<file path="src/rtl/regfile_pkg.sv">
// regfile_pkg: shared constants and types for the register file slice.
//   REG_ZERO / REG_SP / REG_A0 : architectural indices of x0, sp (x2) and a0 (x10).
//   reg_addr_t                 : register index type at the default address width.
//   SP_INIT_DEF                : default reset value of the stack pointer.
package regfile_pkg;

  localparam int          REG_FILE_ADDR_WIDTH_DEF = 5;
  localparam int          DATA_WIDTH_DEF          = 32;
  localparam logic [31:0] SP_INIT_DEF             = 32'h0001_FFFC;

  localparam int REG_ZERO = 0;
  localparam int REG_SP   = 2;
  localparam int REG_A0   = 10;

  typedef logic [REG_FILE_ADDR_WIDTH_DEF-1:0] reg_addr_t;

endpackage

</file>
<file path="src/rtl/regfile_scoreboard.sv">
// regfile_scoreboard: per-register busy bits for in-flight writes.
//   Inputs : clk, rst (async, active high), ad1/ad2 + re1/re2 (consumer
//            operands), we3/ad3 (write-back), rsv_en/rsv_ad (issue reservation).
//   Outputs: stall (RAW hazard on a used operand), rsv_conflict (WAW on
//            reservation), busy_cnt (registered population count of busy bits).
module regfile_scoreboard
  import regfile_pkg::*;
#(
  parameter int AW     = REG_FILE_ADDR_WIDTH_DEF,
  parameter bit BYPASS = 1'b1
) (
  input  logic          clk,
  input  logic          rst,
  input  logic [AW-1:0] ad1,
  input  logic [AW-1:0] ad2,
  input  logic          re1,
  input  logic          re2,
  input  logic          we3,
  input  logic [AW-1:0] ad3,
  input  logic          rsv_en,
  input  logic [AW-1:0] rsv_ad,
  output logic          stall,
  output logic          rsv_conflict,
  output logic [AW:0]   busy_cnt
);

  localparam int DEPTH = 2 ** AW;
  localparam int CW    = AW + 1;

  logic [DEPTH-1:0] busy_q, busy_d;
  logic [CW-1:0]    busy_cnt_q, busy_cnt_d;
  logic             set_inc, clr_dec;
  logic             haz1, haz2;

  // NOTE: every signal assigned in a combinational block gets a default on
  // the first lines, so no path leaves it unassigned and no latch is inferred.
  always_comb begin
    busy_d     = busy_q;
    set_inc    = 1'b0;
    clr_dec    = 1'b0;
    // A reservation wins over a same-edge write to the same index: the new
    // producer supersedes the one completing now.
    if (rsv_en && (rsv_ad != '0)) begin
      busy_d[rsv_ad] = 1'b1;
      set_inc        = !busy_q[rsv_ad];
    end
    if (we3 && (ad3 != '0) && !(rsv_en && (rsv_ad == ad3))) begin
      busy_d[ad3] = 1'b0;
      clr_dec     = busy_q[ad3];
    end
    // Incremental count instead of a full popcount of busy_d.
    busy_cnt_d = busy_cnt_q + CW'(set_inc) - CW'(clr_dec);
  end

  // NOTE: state flops use non-blocking assignments so every flop samples the
  // pre-edge values regardless of block ordering.
  always_ff @(posedge clk or posedge rst) begin
    if (rst) begin
      busy_q     <= '0;
      busy_cnt_q <= '0;
    end else begin
      busy_q     <= busy_d;
      busy_cnt_q <= busy_cnt_d;
    end
  end

  // With bypass, a write landing this cycle already supplies the operand.
  always_comb begin
    haz1 = re1 && (ad1 != '0) && busy_q[ad1] && !(BYPASS && we3 && (ad3 == ad1));
    haz2 = re2 && (ad2 != '0) && busy_q[ad2] && !(BYPASS && we3 && (ad3 == ad2));
  end

  assign stall        = haz1 || haz2;
  assign rsv_conflict = rsv_en && (rsv_ad != '0) && busy_q[rsv_ad] && !(we3 && (ad3 == rsv_ad));
  assign busy_cnt     = busy_cnt_q;

endmodule

</file>
<file path="src/rtl/regfile_sb.sv">
// regfile_sb: register file with two combinational read ports, optional
// write-to-read bypass, x0 hardwired to zero, sp preloaded on reset, and a
// busy scoreboard for RAW/WAW detection.
//   Inputs : clk, rst (async, active high), AD1/AD2 + RE1/RE2 (reads),
//            AD3/WE3/WD3 (write), RSV_EN/RSV_AD (reserve destination).
//   Outputs: RD1/RD2 (read data), a0 (x10 tap, never bypassed), stall,
//            rsv_conflict, busy_cnt.
module regfile_sb
  import regfile_pkg::*;
#(
  parameter int          REG_FILE_ADDR_WIDTH = REG_FILE_ADDR_WIDTH_DEF,
  parameter int          DATA_WIDTH          = DATA_WIDTH_DEF,
  parameter logic [31:0] SP_INIT             = SP_INIT_DEF,
  parameter bit          BYPASS              = 1'b1
) (
  input  logic                           clk,
  input  logic                           rst,
  input  logic [REG_FILE_ADDR_WIDTH-1:0] AD1,
  input  logic [REG_FILE_ADDR_WIDTH-1:0] AD2,
  input  logic                           RE1,
  input  logic                           RE2,
  input  logic [REG_FILE_ADDR_WIDTH-1:0] AD3,
  input  logic                           WE3,
  input  logic [DATA_WIDTH-1:0]          WD3,
  input  logic                           RSV_EN,
  input  logic [REG_FILE_ADDR_WIDTH-1:0] RSV_AD,
  output logic [DATA_WIDTH-1:0]          RD1,
  output logic [DATA_WIDTH-1:0]          RD2,
  output logic [DATA_WIDTH-1:0]          a0,
  output logic                           stall,
  output logic                           rsv_conflict,
  output logic [REG_FILE_ADDR_WIDTH:0]   busy_cnt
);

  localparam int                    AW     = REG_FILE_ADDR_WIDTH;
  localparam int                    DEPTH  = 2 ** AW;
  localparam logic [DATA_WIDTH-1:0] SP_RST = DATA_WIDTH'(SP_INIT);

  logic [DATA_WIDTH-1:0] regs_q [DEPTH];
  logic [DATA_WIDTH-1:0] regs_d [DEPTH];

  always_comb begin
    regs_d = regs_q;
    if (WE3 && (AD3 != '0)) regs_d[AD3] = WD3;
  end

  // NOTE: the array is reset on purpose: reset must restore architectural
  // state (zeros plus sp), which rules out an unreset RAM macro.
  always_ff @(posedge clk or posedge rst) begin
    if (rst) begin
      for (int i = 0; i < DEPTH; i++)
        regs_q[i] <= (i == REG_SP) ? SP_RST : '0;
    end else begin
      regs_q <= regs_d;
    end
  end

  function automatic logic [DATA_WIDTH-1:0] read_port(input logic [AW-1:0] ad);
    if (ad == AW'(REG_ZERO))             return '0;
    else if (BYPASS && WE3 && (AD3 == ad)) return WD3;
    else                                 return regs_q[ad];
  endfunction

  always_comb begin
    RD1 = read_port(AD1);
    RD2 = read_port(AD2);
  end

  assign a0 = regs_q[AW'(REG_A0)];

  regfile_scoreboard #(
    .AW     (AW),
    .BYPASS (BYPASS)
  ) u_scoreboard (
    .clk          (clk),
    .rst          (rst),
    .ad1          (AD1),
    .ad2          (AD2),
    .re1          (RE1),
    .re2          (RE2),
    .we3          (WE3),
    .ad3          (AD3),
    .rsv_en       (RSV_EN),
    .rsv_ad       (RSV_AD),
    .stall        (stall),
    .rsv_conflict (rsv_conflict),
    .busy_cnt     (busy_cnt)
  );

endmodule
</file>
<file path="config.mk">
export PLATFORM = sky130hd
export DESIGN_NAME = regfile_sb
export DESIGN_NICKNAME = d
export VERILOG_FILES = /design/src/rtl/regfile_pkg.sv /design/src/rtl/regfile_scoreboard.sv /design/src/rtl/regfile_sb.sv
export SDC_FILE = /design/constraint.sdc
export NUM_CORES = 2
export LEC_CHECK = 0
export BUFFER_PORTS_ARGS = -buffer_cell sky130_fd_sc_hd__buf_4
export CAP_MARGIN = 15
export CELL_PAD_IN_SITES_DETAIL_PLACEMENT = 0
export CELL_PAD_IN_SITES_GLOBAL_PLACEMENT = 2
export CORE_ASPECT_RATIO = 0.9
export CORE_UTILIZATION = 46
export DETAILED_ROUTE_END_ITERATION = 12
export PLACE_DENSITY_LB_ADDON = 0.1
export RECOVER_POWER = 25
export SYNTH_ARGS = -nofsm -noshare
export SYNTH_HDL_FRONTEND = slang
export SYNTH_HIERARCHICAL = 1
export SYNTH_SLANG_ARGS = --single-unit
</file>
<file path="constraint.sdc">
create_clock -name clk -period 37.6 [get_ports clk]
set_clock_uncertainty 0.2 [all_clocks]
set_input_delay 1.88 -clock clk [delete_from_list [all_inputs] [get_ports clk]]
set_output_delay 1.88 -clock clk [all_outputs]
set_load 0.005 [all_outputs]
</file>
-- Yosys cells after proc, flatten, opt, wreduce, memory -nomap -nowiden
Index checks and enable logic that the tools add are counted.
- register bits: 1062
- input port bits: 58
- output and inout bits: 104
- logic and storage cells: 115
- $add $sub $neg: 2
- magnitude comparators: 10
- equality and inequality tests: 4
- muxes and demuxes: 29
- bitwise gates (word level): 6
- reductions and logical operators: 30
- operators with widths (cell ; number):
    $bwmux 1024 ; 1
    $mux 32 ; 11
    $bmux 32 s5 ; 2
    $demux 32 s5 ; 1
    $and 32x32->32 ; 1
    $not 32->32 ; 1
    $or 32x32->32 ; 1
    $lt 5x6->1 const B ; 4
    $bmux 1 s5 ; 4
    $eq 5x5->1 ; 4
    $reduce_bool 5->1 ; 4
    $ge 6x6->1 const B ; 3
    $logic_and 1x1->1 ; 18
    $not 5->6 ; 3
    $demux 1 s5 ; 2
    $ge 5x1->1 const B ; 2
    $logic_not 5->1 ; 2
    $mux 1 ; 8
    $add 6x1->6 ; 1
    $lt 6x1->1 const B ; 1
    $sub 6x1->6 ; 1
    $logic_not 1->1 ; 5
    $logic_or 1x1->1 ; 1

-- Longest topological paths before layout
- word-level depth: 8
- depth in mapped cells: 15
- gate-level depth less buffers: 13

-- By module
Netlist, hierarchy kept.
- modules (own cells, without submodules) (module ; times used ; cells an instance ; area an instance (um^2) ; seq. area each (um^2)):
    regfile_sb ; 1 ; 3827 ; 55095.3 ; 25643.3
    regfile_scoreboard ; 1 ; 288 ; 3089.2 ; 950.9

-- Least setup slack after synthesis
OpenSTA, ideal clock, no wires.
- path kind: input to output
- from: in AD1[1]
- to: out RD1[10]
- arrival time: 3.501 ns
- data required time: 35.520 ns
- slack: 32.019 ns
- cell stages on the path: 7
- cell sequence: buf_2 buf_4 buf_1 mux4_2 a211oi_1 o21ai_0 a32o_1
- cells in the longest elaborated chain, start to end: 6
- elaborated cells on any way between the ends: 9
- those cells by class: eq/ne: 1; mux: 5; bitwise: 1; reduce/logical: 2
- RTL lines (what ; RTL line ; text):
    start, declared ; regfile_sb.sv:18 ; input logic [REG_FILE_ADDR_WIDTH-1:0] AD1,
    $not 5->6 (implied by the code) ; regfile_sb.sv:61 ; else return regs_q[ad];
    $bmux 32 s5 ; regfile_sb.sv:61 ;
    $mux 32 (implied by the code) (2 in series) ; regfile_sb.sv:61 ;
    $mux 32 ; regfile_sb.sv:60 ; else if (BYPASS && WE3 && (AD3 == ad)) return WD3;
    $mux 32 * ; regfile_sb.sv:59 ; if (ad == AW'(REG_ZERO)) return '0;
    end, declared ; regfile_sb.sv:27 ; output logic [DATA_WIDTH-1:0] RD1,
Mark *: on every way between the ends. The rest lies on a longest branch, timed or not. The select of a mux whose other input is x is not followed.

==> key figures <==
Logic synthesis
  – Number of synthesized flops with an enable pin: 0
  – Post-Syn Area: between 50000 and 60000 µm²
  – Synth Flop Type: dfrtp_1
  – Seq cells post-synth: around 1100
  – Synth async-reset ratio: 100.0%
  – Leading post-synthesis cells by cell area: dfrtp_1 (45%), mux2_2 (19%), mux4_2 (16%)
  – Post-synth top area share: about 45%
  – Synth area leader: dfrtp_1
  – Syn_area_per_cell: 14.14 µm²
  – Post-Syn Nets: 4180
  – Cell with the most instances after synthesis: dfrtp_1
  – Post-synth top cells: dfrtp_1 (1047), mux2_2 (990), mux4_2 (412)
  – Synth cell types: 71
  – Yosys warnings: 6
  – Seq/Total Area, Yosys: 45.71%
  – Gate Count Post-Synth: 4115

Critical path
  – Setup CP Type: in -> async
  – Cells along the critical path: clkbuf_1 > clkinvlp_2 > clkbuf_1 > buf_4 > buf_4 > buf_12
  – Startpoint Class: input port
  – Worst-path fanout max: 174
  – Slowest cell on crit path: clkinvlp_2
  – Slowest stage delay, CP: 2.51 ns
  – Worst EP required: 38.12 ns
  – Worst setup EP type: asynchronous set/reset pin
  – Arrival time worst endpoint: 9.76 ns

Clock tree
  – CTS tree: built
  – Worst-path clk slew: around 0.06 ns
  – Clock buffers created by TritonCTS: 118
  – H-tree levels: 3
  – # resized after CTS: 0
  – Clock Path Buffers: 3
  – Post-CTS Setup Bufs: 0
  – CTS root buf: clkbuf_16
  – Clock Sinks: between 1000 and 1500
  – CTS hold repair buffers: 0
  – Worst-Skew Late Latency: 0.73 ns

Place
  – Final GP Congestion: roughly 0.8
  – Placed instance area: 60140 µm²
  – I/O Buffers: 161
  – Post-placement setup slack: 29.11 ns
  – DPL Wire Length: 112.3 mm

Status
  – Failing checks: max-capacitance violations, max-slew violations
  – Status: finished with violations

Drt
  – Post-Route WL: around 200 mm
  – Initial DRC count: ~3800
  – Drt wl/cell: approximately 35 µm
  – DRT Pass-1 Iters: 5
  – Post-DRT Antenna Nets: 0
  – Vias/cell: around 6.7
  – Total number of vias: 38637
  – # DRC: 0

Pwr
  – PD cells: 54.98 nW/µm²
  – Max VDD drop: 0.05036 mV
  – Leak: 27.76 nW

STA
  – Peak Freq: 108.1 MHz
  – Worst Slack Setup Final: 28.35 ns
  – Setup_tns: 0 ns
  – Worst-Margin Slew: 4.645 ns
  – Period utilisation layout: between 20% and 30%
  – RSZ-0062 raised after global routing: no
  – Minimum clock period: 9.248 ns
  – Final setup viols: 0
  – Relative slew slack: -209.7%
  – Final hold vios: 0
  – Worst hold margin: roughly 0.19 ns
  – Slew Limit Fails: ~490

Min path
  – Min-delay worst type: reg -> reg

Floorplan
  – Die Area: 127900 µm²
  – Die Y: around 340 µm
  – Top-Level Pins: approximately 160
  – Chip width: 376.9 µm
  – Std cell rows: 123
  – Core area: 125300 µm²
  – Initial core utilization: between 40% and 50%

Layout
  – Fin nets: 4068
  – FF+latch area: about 27000 µm²
  – Ant diodes: 0
  – Syn-to-layout area delta: 10.23%
  – Share of cells above drive strength 1: a little under half
  – Fill count: 10905
  – Final Cell Area: 64130 µm²
  – Area of the multi-input gates: 29260 µm²

GRT
  – Vias in the first global route: between 30000 and 40000
  – First-pass GRT wire length: 296.6 mm
  – Overflow after GRT: 0
  – GRT Util Overall: 32.24%
  – Initial antenna violation count: 2
  – Pin count of the biggest net entering global routing: 175

Job
  – MaxCap Viol Count: 16
-- sequential cells by signal, indices dropped and copies added, names as in the netlist --
name and cells:
u_scoreboard/busy_q 32, regs_q 992, u_scoreboard/busy_cnt 6, a0 32
-- metal layers --
metal	vias up	global-route usage (%)	part of all wire [%]
li1	15628	-	-
met1	21283	47.65	45
met2	1383	48.71	46
met3	339	5.229	6.2
met4	4	10.01	3.3
met5	-	0	0.012
-- where the power goes --
group	switching, mW	internal [mW]	leakage [nW]
registers	0.173	1.37	13.6
clock network	0.501	0.757	2.05
logic	0.306	0.421	12.2
total	0.980	2.55	27.8
-- cells in the final DEF, fill, tap and decap left out, drive strengths merged, types with 8 or more instances in the layout --
cell type / instances
o2111ai: 11
o22ai: 31
bufinv: 17
o221ai: 37
o21ai: 47
nand3: 19
mux4: 414
nand2: 95
a22o: 11
clkinv: 22
a32o: 32
a21oi: 121
inv: 16
a221oi: 14
buf: 210
nor2: 63
clkbuf: 231
a211oi: 31
xnor2: 21
a22oi: 137
a31oi: 21
dfstp: 15
xor2: 9
mux2i: 303
nor3b: 15
mux2: 998
nand3b: 8
nor3: 19
dfrtp: 1047
a221o: 15
-- worst max-delay path, delay by kind of cell --
family	cells	cell delay (ns)
buf+inv	6	7.63
-- final cells by class --
class | count | share of cell area, %
Tap cell | 1687 | 3.291
Timing Repair Buffer | 261 | 3.001
Inverter | 16 | 0.09559
Clock buffer | 180 | 5.472
Clock inverter | 43 | 1.046
Multi-Input combinational cell | 2544 | 45.63
Sequential cell | 1062 | 41.47
-- worst paths after layout --
| path | from | endpoint | slack (ns) | cells after the start |
|---|---|---|---|---|
| worst min register to register | regs_q[1015] | regs_q[1015] | 0.19 | 0 |
| worst max-delay path | rst | regs_q[886] | 28.35 | 6 |
| min in group asynchronous | rst | u_scoreboard/busy_q[14] | 1.78 | 3 |
| worst max register to register | u_scoreboard/busy_q[19] | u_scoreboard/busy_cnt[4] | 34.23 | 13 |
| worst min-delay path | regs_q[1015] | regs_q[1015] | 0.19 | 0 |
| max in group clk | AD2[1] | RD2[29] | 29.08 | 9 |
-- cell families (layout without fill, tap and decap cells) --
family,Yosys count,count (layout),share of synthesized area (%)
flip-flops,1062,1062,45.71
multiplexers,1715,1715,40.57
adder cells (fa/ha/maj),7,7,0.1634
AND/OR/NAND/NOR,258,258,2.228
XOR/XNOR,30,30,0.4645
buffers and inverters,509,500,4.352
AO/OA/AOI/OAI,534,534,6.520
-- through the flow --
stage,utilization (%),std cells,total power [mW]
final,51.20,5793,3.526
after global routing,51.20,5793,3.676
after CTS,51.34,5792,3.548
after detailed placement,48.00,5569,2.286
after global placement,48.00,5569,2.269
after floorplan,-,4115,2.068
(Power assumes the default switching activity.)
